**config.mk**
```make
export PLATFORM = sky130hd
export DESIGN_NAME = blink_rate_meter
export DESIGN_NICKNAME = d
export VERILOG_FILES = /design/src/rtl/blink_rate_meter.sv
export SDC_FILE = /design/constraint.sdc
export NUM_CORES = 1
export LEC_CHECK = 0
export CORE_ASPECT_RATIO = 0.75
export CORE_MARGIN = 8
export CORE_UTILIZATION = 48
export CTS_BUF_LIST = sky130_fd_sc_hd__clkbuf_8
export DETAILED_ROUTE_END_ITERATION = 8
export PLACE_DENSITY = 0.74
export SYNTH_ARGS = -nofsm -noshare
export SYNTH_HDL_FRONTEND = slang
export SYNTH_SLANG_ARGS = --single-unit
```
**constraint.sdc**
```tcl
create_clock -name i_Clk -period 6.5 [get_ports i_Clk]
set_input_delay 1.625 -clock i_Clk [delete_from_list [all_inputs] [get_ports i_Clk]]
set_output_delay 1.625 -clock i_Clk [all_outputs]
set_load 0.05 [all_outputs]
```
**src/rtl/blink_rate_meter.sv**
```systemverilog
// Blink rate meter: measures the period of a blinking input in clocks and classifies it as 10/5/2/1 Hz.
// Optional high-time measurement enabled by defining BLINK_RATE_METER_DUTY_EN.
module blink_rate_meter #(
    parameter int g_COUNT_10HZ = 1250000,
    parameter int g_COUNT_5HZ  = 2500000,
    parameter int g_COUNT_2HZ  = 6250000,
    parameter int g_COUNT_1HZ  = 12500000,
    parameter int g_TOL_SHIFT  = 4,
    parameter int g_TIMEOUT    = 50000000,
    parameter int g_CNT_W      = 26
) (
    input  logic               i_Clk,
    input  logic               i_Rst,
    input  logic               i_Signal,
    output logic [g_CNT_W-1:0] o_Period,
    output logic               o_Valid,
    output logic [2:0]         o_Rate,
    output logic               o_Timeout,
    output logic [g_CNT_W-1:0] o_High_Time
);

    typedef enum logic [1:0] {
        S_IDLE    = 2'd0,
        S_MEASURE = 2'd1,
        S_STALLED = 2'd2
    } state_t;

    localparam logic [g_CNT_W:0]   E_10HZ    = (g_CNT_W+1)'(2 * g_COUNT_10HZ);
    localparam logic [g_CNT_W:0]   E_5HZ     = (g_CNT_W+1)'(2 * g_COUNT_5HZ);
    localparam logic [g_CNT_W:0]   E_2HZ     = (g_CNT_W+1)'(2 * g_COUNT_2HZ);
    localparam logic [g_CNT_W:0]   E_1HZ     = (g_CNT_W+1)'(2 * g_COUNT_1HZ);
    localparam logic [g_CNT_W-1:0] TIMEOUT_C = g_CNT_W'(g_TIMEOUT);
    localparam logic [g_CNT_W-1:0] ONE_C     = {{(g_CNT_W-1){1'b0}}, 1'b1};
    localparam logic [g_CNT_W-1:0] ZERO_C    = {g_CNT_W{1'b0}};

    // One extra bit keeps the absolute difference free of wrap-around.
    function automatic logic within_tol(input logic [g_CNT_W:0] p, input logic [g_CNT_W:0] e);
        logic [g_CNT_W:0] diff;
        if (p >= e) begin
            diff = p - e;
        end else begin
            diff = e - p;
        end
        return (diff <= (e >> g_TOL_SHIFT));
    endfunction

    function automatic logic [2:0] classify(input logic [g_CNT_W-1:0] p);
        logic [g_CNT_W:0] p_ext;
        logic [2:0]       rate;
        p_ext = {1'b0, p};
        if (within_tol(p_ext, E_10HZ)) begin
            rate = 3'd1;
        end else if (within_tol(p_ext, E_5HZ)) begin
            rate = 3'd2;
        end else if (within_tol(p_ext, E_2HZ)) begin
            rate = 3'd3;
        end else if (within_tol(p_ext, E_1HZ)) begin
            rate = 3'd4;
        end else begin
            rate = 3'd0;
        end
        return rate;
    endfunction

    state_t             state_q, state_d;
    logic               sync1_q, sync1_d, sync2_q, sync2_d, dly_q, dly_d;
    logic [g_CNT_W-1:0] count_q, count_d;
    logic [g_CNT_W-1:0] period_q, period_d;
    logic [2:0]         rate_q, rate_d;
    logic               valid_q, valid_d;
    logic               timeout_q, timeout_d;
    logic               rise_s, at_limit_s, report_s, stall_s;

    // Synchronizer, period counter, state machine and result registers (next-state)
    always_comb begin
        sync1_d    = i_Signal;
        sync2_d    = sync1_q;
        dly_d      = sync2_q;
        rise_s     = sync2_q & ~dly_q;
        at_limit_s = (count_q == TIMEOUT_C);
        state_d    = state_q;
        period_d   = period_q;
        rate_d     = rate_q;
        timeout_d  = timeout_q;
        valid_d    = 1'b0;
        report_s   = 1'b0;
        stall_s    = 1'b0;

        if (rise_s) begin
            count_d = ONE_C;
        end else if (!at_limit_s) begin
            count_d = count_q + ONE_C;
        end else begin
            count_d = count_q;
        end

        // An edge always wins over a simultaneous timeout.
        case (state_q)
            S_IDLE: begin
                if (rise_s) begin
                    state_d = S_MEASURE;
                end else if (at_limit_s) begin
                    stall_s = 1'b1;
                end else begin
                    state_d = S_IDLE;
                end
            end
            S_MEASURE: begin
                if (rise_s) begin
                    report_s = 1'b1;
                end else if (at_limit_s) begin
                    stall_s = 1'b1;
                end else begin
                    state_d = S_MEASURE;
                end
            end
            S_STALLED: begin
                if (rise_s) begin
                    state_d = S_MEASURE;
                end else begin
                    state_d = S_STALLED;
                end
            end
            default: begin
                state_d = S_IDLE;
            end
        endcase

        if (report_s) begin
            period_d  = count_q;
            rate_d    = classify(count_q);
            valid_d   = 1'b1;
            timeout_d = 1'b0;
        end else if (stall_s) begin
            state_d   = S_STALLED;
            period_d  = ZERO_C;
            rate_d    = 3'd0;
            timeout_d = 1'b1;
        end else begin
            valid_d   = 1'b0;
        end
    end

    // State and result registers with synchronous reset
    always_ff @(posedge i_Clk) begin
        if (i_Rst) begin
            state_q   <= S_IDLE;
            sync1_q   <= 1'b0;
            sync2_q   <= 1'b0;
            dly_q     <= 1'b0;
            count_q   <= ZERO_C;
            period_q  <= ZERO_C;
            rate_q    <= 3'd0;
            valid_q   <= 1'b0;
            timeout_q <= 1'b0;
        end else begin
            state_q   <= state_d;
            sync1_q   <= sync1_d;
            sync2_q   <= sync2_d;
            dly_q     <= dly_d;
            count_q   <= count_d;
            period_q  <= period_d;
            rate_q    <= rate_d;
            valid_q   <= valid_d;
            timeout_q <= timeout_d;
        end
    end

    assign o_Period  = period_q;
    assign o_Rate    = rate_q;
    assign o_Valid   = valid_q;
    assign o_Timeout = timeout_q;

`ifdef BLINK_RATE_METER_DUTY_EN
    logic [g_CNT_W-1:0] hi_cnt_q, hi_cnt_d, hi_meas_q, hi_meas_d, high_q, high_d;
    logic               fall_s;

    // High-phase counter: latched at the falling edge, published with the period report
    always_comb begin
        fall_s    = ~sync2_q & dly_q;
        hi_meas_d = hi_meas_q;
        if (rise_s) begin
            hi_cnt_d = ONE_C;
        end else if (sync2_q && dly_q && (hi_cnt_q != TIMEOUT_C)) begin
            hi_cnt_d = hi_cnt_q + ONE_C;
        end else begin
            hi_cnt_d = hi_cnt_q;
        end
        if (fall_s) begin
            hi_meas_d = hi_cnt_q;
        end else begin
            hi_meas_d = hi_meas_q;
        end
        if (report_s) begin
            high_d = hi_meas_q;
        end else if (stall_s) begin
            high_d = ZERO_C;
        end else begin
            high_d = high_q;
        end
    end

    // High-time registers with synchronous reset
    always_ff @(posedge i_Clk) begin
        if (i_Rst) begin
            hi_cnt_q  <= ZERO_C;
            hi_meas_q <= ZERO_C;
            high_q    <= ZERO_C;
        end else begin
            hi_cnt_q  <= hi_cnt_d;
            hi_meas_q <= hi_meas_d;
            high_q    <= high_d;
        end
    end

    assign o_High_Time = high_q;
`else
    assign o_High_Time = ZERO_C;
`endif

endmodule

```
==> metrics.md <==
| Metric | Value |
|---|---|
| Status | `finished, final reports clean` |
| Worst VDD drop | `~150 µV` |
| Tmin final | `5000 ps` |
| Global-route wire length before repair | `36.0 mm` |
| Post-synth EDFFs | `0` |
| Cell Chain, Critical Path | `clkinv_1 -> ha_1 -> and3b_1 -> o21ai_0 -> and3_1 -> o21ai_0 -> nor2_1 -> mux2i_1 -> xnor2_1 -> nor4_1 -> a211oi_1 -> a31o_1 -> a22o_1` |
| Reg2Reg Setup Slack | `1500 ps` |
| Design area | `approximately 0.007 mm²` |
| Rows | `37` |
| Die area | `around 0.018 mm²` |
| Gpl congestion | `~1` |
| Achievable Freq | `about 200 MHz` |
| Final ANT Viol Nets | `0` |
| CTS tree | `built` |
| Largest net degree at the start of global routing | `33` |
| Area delta synth->final | `7.39%` |
| Htree depth | `3` |
| Reg2Reg Depth | `13` |
| Num ports | `60` |
| Unrepaired setup endpoints after global routing | `false` |
| Synth warnings | `0` |
| Gate Count Post-Synth | `950` |
| Slew Viols, Final | `0` |
| Setup Buffers After CTS | `0` |
| Bufs on Longest Clock Path | `2` |
| Worst Max-Slew Pin Slew | `1190 ps` |
| Via-to-Cell Ratio | `roughly 6.7` |
| Syn avg cell area | `just over 7 µm²` |
| Antenna Cells | `0` |
| Synth async-reset ratio | `0%` |
| Hold Vio Cnt, Final | `0` |
| Clk root buf | `clkbuf_8` |
| Clk slew on worst S/H paths | `around 100 ps` |
| CP max FO | `21` |
| Clk_lat worst skew | `about 400 ps` |
| DRC | `0` |
| Port Buf Inserts | `33` |
| Number of iterations in the first detailed-routing pass | `6` |
| Initial antenna violation count | `0` |
| WP data required | `6790 ps` |
| Yosys cell types | `between 80 and 90` |
| Seq cells post-synth | `62` |
| Initial core utilization | `49.0%` |
| CP peak stage delay | `just over 800 ps` |
| Worst EP arrival | `approximately 5300 ps` |
| Clock Skew | `approximately 19 ps` |
| Seq/Total Area, Yosys | `a little under a fifth` |
| Critical Path Start Type | `register` |
| CTS hold repair buffers | `0` |
| Crit Path Category | `register to register` |
| Avg WL per Cell | `between 20 and 25 µm` |
| Commonest non-fill, non-tap cells in the layout | `nor2_1 (92), nand2_1 (70), a21oi_1 (70)` |
| Reg2Reg Capture Point | `o_Rate[0]$_SDFFE_PP0P_` |
| CP max stage cell | `dfxtp_1` |
| Vias in the first global route | `roughly 6500` |
| CP bufs+invs | `1` |
| Setup_tns | `0 ps` |
| # fillers | `around 1300` |
| Cell mode on critical path | `o21ai_0` |
| Worst slew margin | `20.7%` |
| Chip width | `between 150 and 200 µm` |
| # setup viols final | `0` |
| Total CTS buffers | `9` |
| Post-DP HPWL | `between 15 and 20 mm` |
| Worst Hold Path EP | `dly_d$_SDFF_PP0_` |
| Family with the most delay on the worst path | `simple AND/OR/NAND/NOR gates` |
| Share of layout cells above drive strength 1 | `6.72%` |
| Maxcap violations | `0` |
| Layout Nets | `950` |
| Worst slack, placed | `around 1700 ps` |
| Core area | `~0.014 mm²` |
| Via count | `7420` |
| DRT iter0 DRCs | `between 1000 and 1500` |
| CP Capture Type | `register` |
| Reg-to-reg critical path startpoint | `count_q[5]$_SDFFE_PP0N_` |
| Die outline height | `about 120 µm` |
| GR Overflow Total | `0` |
| PnR worst setup slack | `between 1000 and 1500 ps` |
| HP Start | `sync1_q$_SDFF_PP0_` |
| Power Density | `around 120 mW/mm²` |
| Commonest non-fill, non-tap cell in the layout | `nor2_1` |
| WHS Path Cells | `1` |
| Final WL | `22.8 mm` |
| Worst Hold Class | `register to register` |
| Cell Area, Placed | `roughly 0.0070 mm²` |
| Leakage power | `~2.6 nW` |
| # clock sinks | `between 60 and 70` |
| Final period utilization | `77.0%` |
| Cell Area, Synth | `~0.0067 mm²` |
| Total Routing Usage GR | `24.2%` |
| Gates resized, CTS repair | `0` |
| Stages on worst setup path | `13` |
| Main flop type after synthesis | `dfxtp_1` |
[report_power, final]
part / switching, W / internal [W] / total (W)
registers: 0.00000494 / 0.000382 / 0.000387
clock network: 0.000200 / 0.000146 / 0.000346
logic: 0.0000818 / 0.0000275 / 0.000109
total: 0.000286 / 0.000556 / 0.000842
[stage by stage]
| stage | hold slack, ps | instances | power, W | utilization, % |
|---|---|---|---|---|
| after global routing | 469 | 1113 | 0.000873 | 52.6 |
| after detailed placement | 426 | 1097 | 0.000501 | 51.2 |
| after floorplan | 414 | 975 | 0.000491 | - |
| after global placement | 419 | 1097 | 0.000503 | 51.2 |
| after CTS | 460 | 1113 | 0.000848 | 52.6 |
| final | 457 | 1113 | 0.000842 | 52.6 |
[cell families after synthesis]
| family | share of synthesized area (%) |
|---|---|
| AOI/OAI and AO/OA | 31.3 |
| xor gates and xnor gates | 9.83 |
| adders and majority gates | 2.62 |
| buffers and inverters | 8.83 |
| DFF | 18.6 |
| muxes | 1.65 |
| other | 0.0561 |
| and+or+nand+nor | 27.1 |
[synth_stat cells (all sizes together) (10+ instances only)]
library cell	count	area, µm²
nand2b	10	62.6
nand4	18	128
xnor2	49	429
nand3	35	175
a31oi	20	125
xor2	26	228
nor4	11	68.8
ha	14	175
nor3	27	135
nand2	70	263
mux2i	11	110
a21oi	71	359
or3	19	119
clkbuf	68	255
o21ai	66	330
o31ai	12	95.1
buf	43	275
a22o	32	280
nor2	93	349
dfxtp	62	1240
nor2b	13	81.3
[how the worst max path moves through the flow]
stage / from / endpoint
after detailed placement: count_q[5]$_SDFFE_PP0N_ / o_Rate[0]$_SDFFE_PP0P_
final: count_q[5]$_SDFFE_PP0N_ / o_Rate[0]$_SDFFE_PP0P_
after floorplan: count_q[6]$_SDFFE_PP0N_ / o_Rate[0]$_SDFFE_PP0P_
after global placement: count_q[5]$_SDFFE_PP0N_ / o_Rate[0]$_SDFFE_PP0P_
after global routing: count_q[5]$_SDFFE_PP0N_ / o_Rate[0]$_SDFFE_PP0P_
after CTS: count_q[5]$_SDFFE_PP0N_ / o_Rate[0]$_SDFFE_PP0P_
[final cells by class]
type	count	area, µm²	share of cell area [%]
Clock buffer	9	124	1.73
Clock inverter	7	62.6	0.871
Inverter	16	60.1	0.837
Multi-Input combinational cell	786	4950	69.0
Sequential cell	62	1240	17.3
Tap cell	175	219	3.05
Timing Repair Buffer	58	518	7.22
[layer usage]
metal	track usage (%)	routed length, µm	vias up
met5	0	0	-
met4	10.3	747	0
met3	5.53	2700	60
met2	33.9	9300	495
met1	34.6	10000	3453
li1	-	-	3412
[state kept, by name (all words and copies together), names as in the netlist]
register / cells
count_q: 26
dly_d: 1
dly_q: 1
o_Period: 26
o_Rate: 3
o_Timeout: 1
o_Valid: 1
state_q: 2
sync1_q: 1
No activity file was read; power rests on OpenSTA's default activity.
